==> src/rtl/ski_reduce_engine.sv <==
// rtl/ski_reduce_engine.sv - sequential SKI graph reducer to weak head normal form
module ski_reduce_engine #(
    parameter int PTR_W       = 16,
    parameter int STACK_DEPTH = 32,
    parameter int STEP_W      = 32
) (
    input  logic                   system1000,
    input  logic                   system1000_rst,
    input  logic                   start_i,
    input  logic [PTR_W-1:0]       root_i,
    input  logic [PTR_W-1:0]       heap_free_i,
    input  logic [PTR_W-1:0]       heap_limit_i,
    input  logic [STEP_W-1:0]      max_steps_i,
    output logic                   mem_req_o,
    output logic                   mem_we_o,
    output logic [PTR_W-1:0]       mem_addr_o,
    output logic [2+2*PTR_W-1:0]   mem_wdata_o,
    input  logic                   mem_ack_i,
    input  logic [2+2*PTR_W-1:0]   mem_rdata_i,
    output logic                   busy_o,
    output logic                   done_o,
    output logic [2:0]             status_o,
    output logic [PTR_W-1:0]       result_o,
    output logic [STEP_W-1:0]      steps_o
);

    localparam int NODE_W = 2 + 2 * PTR_W;
    localparam int SP_RAW = $clog2(STACK_DEPTH + 1);
    localparam int SP_W   = (SP_RAW < 2) ? 2 : SP_RAW;
    localparam int IDX_W  = (STACK_DEPTH > 1) ? $clog2(STACK_DEPTH) : 1;

    localparam logic [1:0] C_S = 2'd0;
    localparam logic [1:0] C_K = 2'd1;
    localparam logic [1:0] C_I = 2'd2;

    typedef enum logic [2:0] {S_IDLE, S_FETCH, S_DECODE, S_WRITE, S_DONE} state_t;

    state_t              state_q, state_d;
    logic [PTR_W-1:0]    cur_q, cur_d, free_q, free_d, limit_q, limit_d;
    logic [SP_W-1:0]     sp_q, sp_d;
    logic [STEP_W-1:0]   steps_q, steps_d, max_q, max_d, steps_out_q, steps_out_d;
    logic [NODE_W-1:0]   node_q, node_d;
    logic [1:0]          code_q, code_d, widx_q, widx_d;
    logic [2:0]          status_q, status_d;
    logic [PTR_W-1:0]    result_q, result_d;
    logic [2*PTR_W-1:0]  stack_q [STACK_DEPTH];
    logic                push_en;

    function automatic logic [1:0] nargs_f(input logic [1:0] c);
        case (c)
            C_S:     nargs_f = 2'd3;
            C_K:     nargs_f = 2'd2;
            default: nargs_f = 2'd1;
        endcase
    endfunction

    function automatic logic [NODE_W-1:0] ind_w(input logic [PTR_W-1:0] t);
        ind_w = {2'b10, {PTR_W{1'b0}}, t};
    endfunction

    logic [1:0]       tag, n_code;
    logic [PTR_W-1:0] n_left, n_right;
    assign tag     = node_q[NODE_W-1 -: 2];
    assign n_left  = node_q[2*PTR_W-1:PTR_W];
    assign n_right = node_q[PTR_W-1:0];
    assign n_code  = node_q[1:0];

    // a_k is the application node k levels up the spine, x_k its argument
    logic [IDX_W-1:0]   idx1, idx2, idx3;
    logic [2*PTR_W-1:0] e1, e2, e3;
    logic [PTR_W-1:0]   a1, a2, a3, x1, x2, x3, free_p1;
    assign idx1    = IDX_W'(sp_q - SP_W'(1));
    assign idx2    = IDX_W'(sp_q - SP_W'(2));
    assign idx3    = IDX_W'(sp_q - SP_W'(3));
    assign e1      = stack_q[idx1];
    assign e2      = stack_q[idx2];
    assign e3      = stack_q[idx3];
    assign a1      = e1[2*PTR_W-1:PTR_W];
    assign x1      = e1[PTR_W-1:0];
    assign a2      = e2[2*PTR_W-1:PTR_W];
    assign x2      = e2[PTR_W-1:0];
    assign a3      = e3[2*PTR_W-1:PTR_W];
    assign x3      = e3[PTR_W-1:0];
    assign free_p1 = free_q + PTR_W'(1);

    logic             heap_short;
    assign heap_short = ({1'b0, free_q} + (PTR_W+1)'(2)) > {1'b0, limit_q};

    logic             fin, last;
    logic [2:0]       fin_status;
    logic [PTR_W-1:0] fin_result;

    always_comb begin
        state_d     = state_q;
        cur_d       = cur_q;
        free_d      = free_q;
        limit_d     = limit_q;
        sp_d        = sp_q;
        steps_d     = steps_q;
        max_d       = max_q;
        steps_out_d = steps_out_q;
        node_d      = node_q;
        code_d      = code_q;
        widx_d      = widx_q;
        status_d    = status_q;
        result_d    = result_q;
        push_en     = 1'b0;
        fin         = 1'b0;
        fin_status  = 3'd0;
        fin_result  = cur_q;
        last        = 1'b1;
        mem_req_o   = 1'b0;
        mem_we_o    = 1'b0;
        mem_addr_o  = cur_q;
        mem_wdata_o = '0;
        case (state_q)
            S_IDLE: begin
                if (start_i) begin
                    cur_d   = root_i;
                    free_d  = heap_free_i;
                    limit_d = heap_limit_i;
                    max_d   = max_steps_i;
                    sp_d    = '0;
                    steps_d = '0;
                    state_d = S_FETCH;
                end
            end
            S_FETCH: begin
                mem_req_o = 1'b1;
                if (mem_ack_i) begin
                    node_d  = mem_rdata_i;
                    state_d = S_DECODE;
                end
            end
            S_DECODE: begin
                case (tag)
                    2'b00: begin
                        if (sp_q == SP_W'(STACK_DEPTH)) begin
                            fin        = 1'b1;
                            fin_status = 3'd2;
                        end else begin
                            push_en = 1'b1;
                            sp_d    = sp_q + SP_W'(1);
                            cur_d   = n_left;
                            state_d = S_FETCH;
                        end
                    end
                    2'b10: begin
                        cur_d   = n_right;
                        state_d = S_FETCH;
                    end
                    2'b01: begin
                        fin = 1'b1;
                        if (n_code == 2'd3) begin
                            fin_status = 3'd4;
                        end else if (SP_W'(nargs_f(n_code)) > sp_q) begin
                            fin_status = 3'd0;
                            fin_result = (sp_q != '0) ? stack_q[0][2*PTR_W-1:PTR_W] : cur_q;
                        end else if (max_q != '0 && steps_q == max_q) begin
                            fin_status = 3'd1;
                        end else if (n_code == C_S && heap_short) begin
                            fin_status = 3'd3;
                        end else begin
                            fin     = 1'b0;
                            code_d  = n_code;
                            widx_d  = 2'd0;
                            state_d = S_WRITE;
                        end
                    end
                    default: begin
                        fin        = 1'b1;
                        fin_status = 3'd4;
                    end
                endcase
            end
            S_WRITE: begin
                mem_req_o = 1'b1;
                mem_we_o  = 1'b1;
                case (code_q)
                    C_I: begin
                        mem_addr_o  = a1;
                        mem_wdata_o = ind_w(x1);
                    end
                    C_K: begin
                        mem_addr_o  = a2;
                        mem_wdata_o = ind_w(x1);
                    end
                    default: begin
                        // S builds both fresh apps before overwriting its redex root
                        case (widx_q)
                            2'd0: begin
                                last        = 1'b0;
                                mem_addr_o  = free_q;
                                mem_wdata_o = {2'b00, x1, x3};
                            end
                            2'd1: begin
                                last        = 1'b0;
                                mem_addr_o  = free_p1;
                                mem_wdata_o = {2'b00, x2, x3};
                            end
                            default: begin
                                mem_addr_o  = a3;
                                mem_wdata_o = {2'b00, free_q, free_p1};
                            end
                        endcase
                    end
                endcase
                if (mem_ack_i) begin
                    if (last) begin
                        sp_d    = sp_q - SP_W'(nargs_f(code_q));
                        cur_d   = (code_q == C_S) ? a3 : x1;
                        free_d  = (code_q == C_S) ? free_q + PTR_W'(2) : free_q;
                        steps_d = (&steps_q) ? steps_q : steps_q + STEP_W'(1);
                        state_d = S_FETCH;
                    end else begin
                        widx_d = widx_q + 2'd1;
                    end
                end
            end
            S_DONE: state_d = S_IDLE;
            default: state_d = S_IDLE;
        endcase
        if (fin) begin
            status_d    = fin_status;
            result_d    = fin_result;
            steps_out_d = steps_q;
            state_d     = S_DONE;
        end
    end

    always_ff @(posedge system1000) begin
        if (system1000_rst) begin
            state_q     <= S_IDLE;
            cur_q       <= '0;
            free_q      <= '0;
            limit_q     <= '0;
            sp_q        <= '0;
            steps_q     <= '0;
            max_q       <= '0;
            steps_out_q <= '0;
            node_q      <= '0;
            code_q      <= '0;
            widx_q      <= '0;
            status_q    <= '0;
            result_q    <= '0;
        end else begin
            state_q     <= state_d;
            cur_q       <= cur_d;
            free_q      <= free_d;
            limit_q     <= limit_d;
            sp_q        <= sp_d;
            steps_q     <= steps_d;
            max_q       <= max_d;
            steps_out_q <= steps_out_d;
            node_q      <= node_d;
            code_q      <= code_d;
            widx_q      <= widx_d;
            status_q    <= status_d;
            result_q    <= result_d;
        end
    end

    always_ff @(posedge system1000) begin
        if (push_en) begin
            stack_q[IDX_W'(sp_q)] <= {cur_q, n_right};
        end
    end

    assign busy_o   = (state_q == S_FETCH) || (state_q == S_DECODE) || (state_q == S_WRITE);
    assign done_o   = (state_q == S_DONE);
    assign status_o = status_q;
    assign result_o = result_q;
    assign steps_o  = steps_out_q;

endmodule

==> config.mk <==
export PLATFORM = sky130hd
export DESIGN_NAME = ski_reduce_engine
export DESIGN_NICKNAME = d
export VERILOG_FILES = /design/src/rtl/ski_reduce_engine.sv
export SDC_FILE = /design/constraint.sdc
export NUM_CORES = 2
export LEC_CHECK = 0
export BUFFER_PORTS_ARGS = -buffer_cell sky130_fd_sc_hd__buf_2
export CAP_MARGIN = 5
export CELL_PAD_IN_SITES_DETAIL_PLACEMENT = 1
export CELL_PAD_IN_SITES_GLOBAL_PLACEMENT = 2
export CORE_ASPECT_RATIO = 1.4
export CORE_MARGIN = 5
export CORE_UTILIZATION = 40
export DETAILED_ROUTE_END_ITERATION = 6
export PLACE_DENSITY_LB_ADDON = 0.12
export SETUP_SLACK_MARGIN = 0.1
export SLEW_MARGIN = 15
export SYNTH_ARGS = -nofsm -noshare
export SYNTH_HDL_FRONTEND = slang
export SYNTH_SLANG_ARGS = --single-unit
==> constraint.sdc <==
create_clock -name system1000 -period 14.6 [get_ports system1000]
set_clock_uncertainty 0.15 [all_clocks]
set_input_delay 0.73 -clock system1000 [delete_from_list [all_inputs] [get_ports system1000]]
set_output_delay 0.73 -clock system1000 [all_outputs]
set_load 0.01 [all_outputs]
## After elaboration in Yosys (flattened, before gate mapping)

Memory sizes are Yosys's and may differ from the RTL's.
Cells that the tools add are included.

| word-level totals | value |
|---|---|
| word-level logic and storage cells | 190 |
| bits in latches | 0 |
| ROM bits | 0 |
| memories kept | 1 |
| bits in writable memories | 1,024 |
| bits of input ports | 118 |
| register bits | 210 |

Memories:

| memory | words | bits a word | rd ports | clocked after memory_dff | wr ports | line | text |
|---|---|---|---|---|---|---|---|
| stack_q | 32 | 32 | 4 | 0 | 1 | 46 | `logic [2*PTR_W-1:0] stack_q [STACK_DEPTH];` |

| cells by class | value |
|---|---|
| shift operators | 0 |
| reductions and logical operators | 29 |
| equal/unequal tests | 44 |
| $lt $le $gt $ge | 2 |
| div/mod/pow operators | 0 |
| muxes and demuxes | 86 |
| bitwise gates (word level) | 4 |
| add/subtract/negate cells | 10 |
| multiply operators | 0 |

Operators by type and width:

| kind | count |
|---|---|
| $mux 16 | 15 |
| $mux 32 | 4 |
| $pmux 16 s2 | 4 |
| $pmux 32 s2 | 2 |
| $mux 34 | 2 |
| $pmux 16 s3 | 1 |
| $mux 3 | 12 |
| $mux 2 | 17 |
| $add 32x1->32 const B | 1 |
| $eq 32x32->1 | 1 |
| $reduce_and 32->1 | 1 |
| $reduce_bool 32->1 | 1 |
| $mux 6 | 5 |
| $ne 3x3->1 const B | 9 |
| $ne 2x2->1 const B | 12 |
| $ne 4x4->1 const B | 5 |
| $reduce_and 10->1 | 2 |
| $pmux 3 s3 | 2 |
| $pmux 6 s3 | 1 |
| $reduce_and 6->1 | 3 |
| $add 16x2->17 const B | 1 |
| $gt 17x16->1 | 1 |
| $add 16x1->16 const B | 1 |
| $add 16x2->16 const B | 1 |
| other kinds (32) | 71 |

## Depth between registers and ports, before layout

| logic depth | value |
|---|---|
| depth after elaboration | 12 |
| gate-level depth with buffers | 18 |
| depth with buffers taken out | 14 |

## Worst setup path after synthesis

OpenSTA, ideal clock, no wires.

| timing path | value |
|---|---|
| kind | reg-to-output |
| start | register sp_q[0] |
| end | output port mem_addr_o[12] |
| cell stages (with the launch flop) | 17 |
| arrival time | 4,342 ps |
| path slack | 9,378 ps |
| buffers on the path | 9 |
| data required time | 13,720 ps |
| cells stage by stage | dfxtp_1 -> buf_4 -> buf_4 -> buf_2 -> buf_4 -> buf_2 -> inv_1 -> ha_1 -> buf_2 -> buf_2 -> buf_1 -> clkbuf_1 -> mux4_2 -> mux4_2 -> mux2_2 -> a221oi_1 -> nor2_1 |

| between the ends | value |
|---|---|
| longest elaborated chain between the ends | 5 |

Ends and longest elaborated chain:

| element | line | text |
|---|---|---|
| start, declared | 40 | `logic [SP_W-1:0] sp_q, sp_d;` |
| start signal, assigned | 251 | `sp_q <= sp_d;` |
| $sub 5x2->5 | 74 | `assign idx3 = IDX_W'(sp_q - SP_W'(3));` |
| $mem_v2 32x32 * | n/a |  |
| $pmux 16 s2 | 190 | `case (widx_q)` |
| $pmux 16 s2 * | 179 | `case (code_q)` |
| $mux 16 * | 116 | `case (state_q)` |
| end, declared | 16 | `output logic [PTR_W-1:0] mem_addr_o,` |

Every way passes the cells marked *; elsewhere a longest branch is shown, timed or not.

## Final worst setup path

| timing path | value |
|---|---|
| start | register sp_q[0] |
| end | output port mem_addr_o[15] |

The elaborated chain is that of the path after synthesis.

==> flow_summary_export.csv <==
group,metric,value,unit
status,outcome,"completed",
grt,antenna_found_initial,14,
timing,worstMarginPinSlew,1287,ps
setup_path,end_kind,"primary output",
timing,fin_crit_sh,0.5671,
clocking,cts-root-buf,"clkbuf_16",
timing,fin_setup_tns,0,ps
setup_path,arrival,7400,ps
min_path,hold_path.class,"input port to flop",
logic_synthesis,synth-seq-area-share,0.5234,
clocking,clock_path_buffers,3,
grt,grt_pass1_vias,43560,
routing,drt_drc_violations_left,0,
timing,rsz0062_at_grt,"no",
logic_synthesis,synth_area_leaders,"edfxtp_1 46%, mux4_2 32%, dfxtp_1 6.3%, mux2i_1 1.7%, nand2_1 1.3%",
placement,finalWeightedCongestion,0.8019,
floorplan,die_w,355.3,µm
power,power.density,142.5,nW/µm²
timing,hold_viol,0,
setup_path,r2r_setup_slack,7650,ps
floorplan,std_cell_rows,177,
grt,grt.total_usage,0.2761,
floorplan,core,166100,µm²
setup_path,max_stage_delay,930,ps
placement,io_buffers,221,
setup_path,worstPathCellList,"buf_12 > buf_4 > buf_4 > buf_6 > mux4_2 > mux4_2 > mux2_2 > a221o_1 > o21ai_0 > a21oi_1 > buf_2",
layout,nets,4280,
setup_path,critical_path_class,"flop to primary output",
logic_synthesis,synth_area_leader_cell,"edfxtp_1",
routing,via_per_inst,6.724,
timing,whs,52.65,ps
routing,drt-pass1-iter-count,6,
logic_synthesis,ys_seq_elements,1234,
setup_path,path_max_fanout,102,
setup_path,cp_slowest_cell,"dfxtp_4",
floorplan,die_h,493.5,µm
logic_synthesis,synth_top_area_share,0.4605,
layout,final_common_cell,"edfxtp_1",
clocking,cts_tree,"yes",
floorplan,start_util,0.4020,
flow_run,cap_viol_max_count,0,
placement,dp_hpwl,150700,µm
clocking,clock-sinks,1234,
logic_synthesis,syn_inst,3922,
logic_synthesis,netlist_area,66780,µm²
layout,drive_above_1_share,0.3851,
clocking,clock_latency,790,ps
clocking,path_clk_slew,70,ps
logic_synthesis,yosys_warnings,0,
layout,area_growth,12.89,%
clocking,numCtsBuffers,134,
layout,fillCellCount,15860,
power,leakage,23.35,nW
setup_path,critPathLaunchType,"flop",
routing,vias,42890,
grt,grt_pass1_wl,339800,µm
timing,setup_viol_count_final,0,
floorplan,dieArea,175300,µm²
routing,ant_nets,0,
routing,first_iter_violations,4744,
logic_synthesis,async_reset_ff_frac,0,
grt,grt_max_degree,135,
timing,min_period,8280,ps
routing,wl_per_cell,38.50,µm
clocking,cts_resized,0,
logic_synthesis,synth_enable_flop_cells,1024,
timing,fmax,120.8,MHz
layout,layout_common_cells,"1024 x edfxtp_1, 956 x mux4_2, 236 x nand2_1",
routing,wl,245600,µm
setup_path,cp.required,13720,ps
floorplan,io_pins,223,
timing,timing.slew.headroom,0.1420,
timing,maxSlewViolCount,0,
clocking,htreeDepth,4,
logic_synthesis,syn_area_per_cell,17.03,µm²
grt,gr-total-overflow,0,
logic_synthesis,synth_cell_types,65,
clocking,post-cts-setup-buffers,0,
power,peakVddDrop,0.1308,mV
logic_synthesis,syn_nets,4085,
logic_synthesis,synth_top_flop_cell,"edfxtp_1",
-- critical path, delay by kind of cell (launching register included) --
family                 cells  cell delay [ps]
buffers and inverters      5             3220
AO/OA/AOI/OAI              3              830
flip-flops                 1              930
multiplexers               3             1340
-- path summary, 6_finish.rpt --
path | from | endpoint | cells past startpoint
min | max_steps_i[3] | max_q[3] | 3
min reg2reg | node_q[21] | node_q[21] | 2
max reg2reg | sp_q[0] | cur_q[10] | 11
max | sp_q[0] | mem_addr_o[15] | 11
-- kinds of logic (layout without fill, tap and decap cells) --
family / count (synthesis) / after routing / synth area share
AOI/OAI and AO/OA: 386 / 386 / 0.03657
xor gates and xnor gates: 94 / 94 / 0.01267
adders and majority gates: 45 / 45 / 0.008544
buffers and inverters: 392 / 695 / 0.02694
DFF: 1234 / 1234 / 0.5234
muxes: 1131 / 1131 / 0.3498
other: 1 / 7 / 0.00005616
and+or+nand+nor: 639 / 639 / 0.04203
-- power breakdown --
group / total, mW / switching (mW) / internal [mW]
logic: 3.01 / 1.69 / 1.32
clock network: 3.46 / 1.47 / 1.99
registers: 4.27 / 0.173 / 4.09
total: 10.7 / 3.33 / 7.40
-- synthesized netlist by cell type, drive strengths merged, types with 3 or more instances --
cell and n:
a2111oi 4, a211o 3, a211oi 20, a21o 8, a21oi 173, a221o 3
a221oi 17, a22oi 32, a311oi 16, a31oi 10, and2 3, and3 14
and4 8, buf 173, clkbuf 176, dfxtp 210, edfxtp 1024, ha 44
inv 42, mux2 59, mux2i 116, mux4 956, nand2 237, nand2b 20
nand3 36, nand4 18, nor2 230, nor2b 12, nor3 18, nor4 21
o211ai 6, o21a 4, o21ai 36, o22a 13, o22ai 19, o31a 4
o32ai 5, or2 6, or3 14, xnor2 37, xor2 57
-- flip-flops by register name, summed over array words and instances, names as in the netlist --
| signal | cells |
|---|---|
| steps_q | 32 |
| max_q | 32 |
| widx_q | 2 |
| state_q | 3 |
| result_o | 16 |
| sp_q | 6 |
| steps_o | 32 |
| limit_q | 16 |
| stack_q | 1024 |
| node_q | 34 |
| free_q | 16 |
| status_o | 3 |
| code_q | 2 |
| cur_q | 16 |
-- final cells by class --
class,count,area (µm²),share of cell area
antenna,6,15.01,0.0001992
clock buffer,177,3716,0.04929
clock inverter,67,668.1,0.008863
inverter,43,161.4,0.002141
multi-input combinational,2296,30430,0.4036
sequential,1234,34970,0.4638
tap,2148,2688,0.03565
timing repair buffer,408,2746,0.03643
-- metal layers --
layer | wire length (µm) | up-vias | global-route usage | part of all wire
met5 | 13 | - | 0 | 0.000053
met4 | 10240 | 2 | 0.1008 | 0.042
met3 | 18880 | 411 | 0.05246 | 0.077
met2 | 124300 | 2081 | 0.4759 | 0.51
met1 | 92100 | 23530 | 0.3496 | 0.38
li1 | - | 16870 | - | -
-- per-stage QoR --
stage               instance area (µm²)  instances  worst slack, ps  utilization  total power [mW]
finish                            75390       6379             6320       0.4539             10.74
global route                      75380       6374             5686       0.4538             11.14
CTS                               75360       6373             5748       0.4537             10.83
detailed placement                70390       6070             6596       0.4238             7.354
global placement                  70390       6070             6715       0.4238             7.319
floorplan                         66780       3922             9378            -             6.324
-- repair_timing --
| item | 4_1_cts | 5_1_grt |
|---|---|---|
| hold buffers | 59 | 0 |
| endpoints found under the hold margin | 59 | 0 |
| endpoints found under the setup margin | 0 | 0 |
No activity file was read; power rests on OpenSTA's default activity.
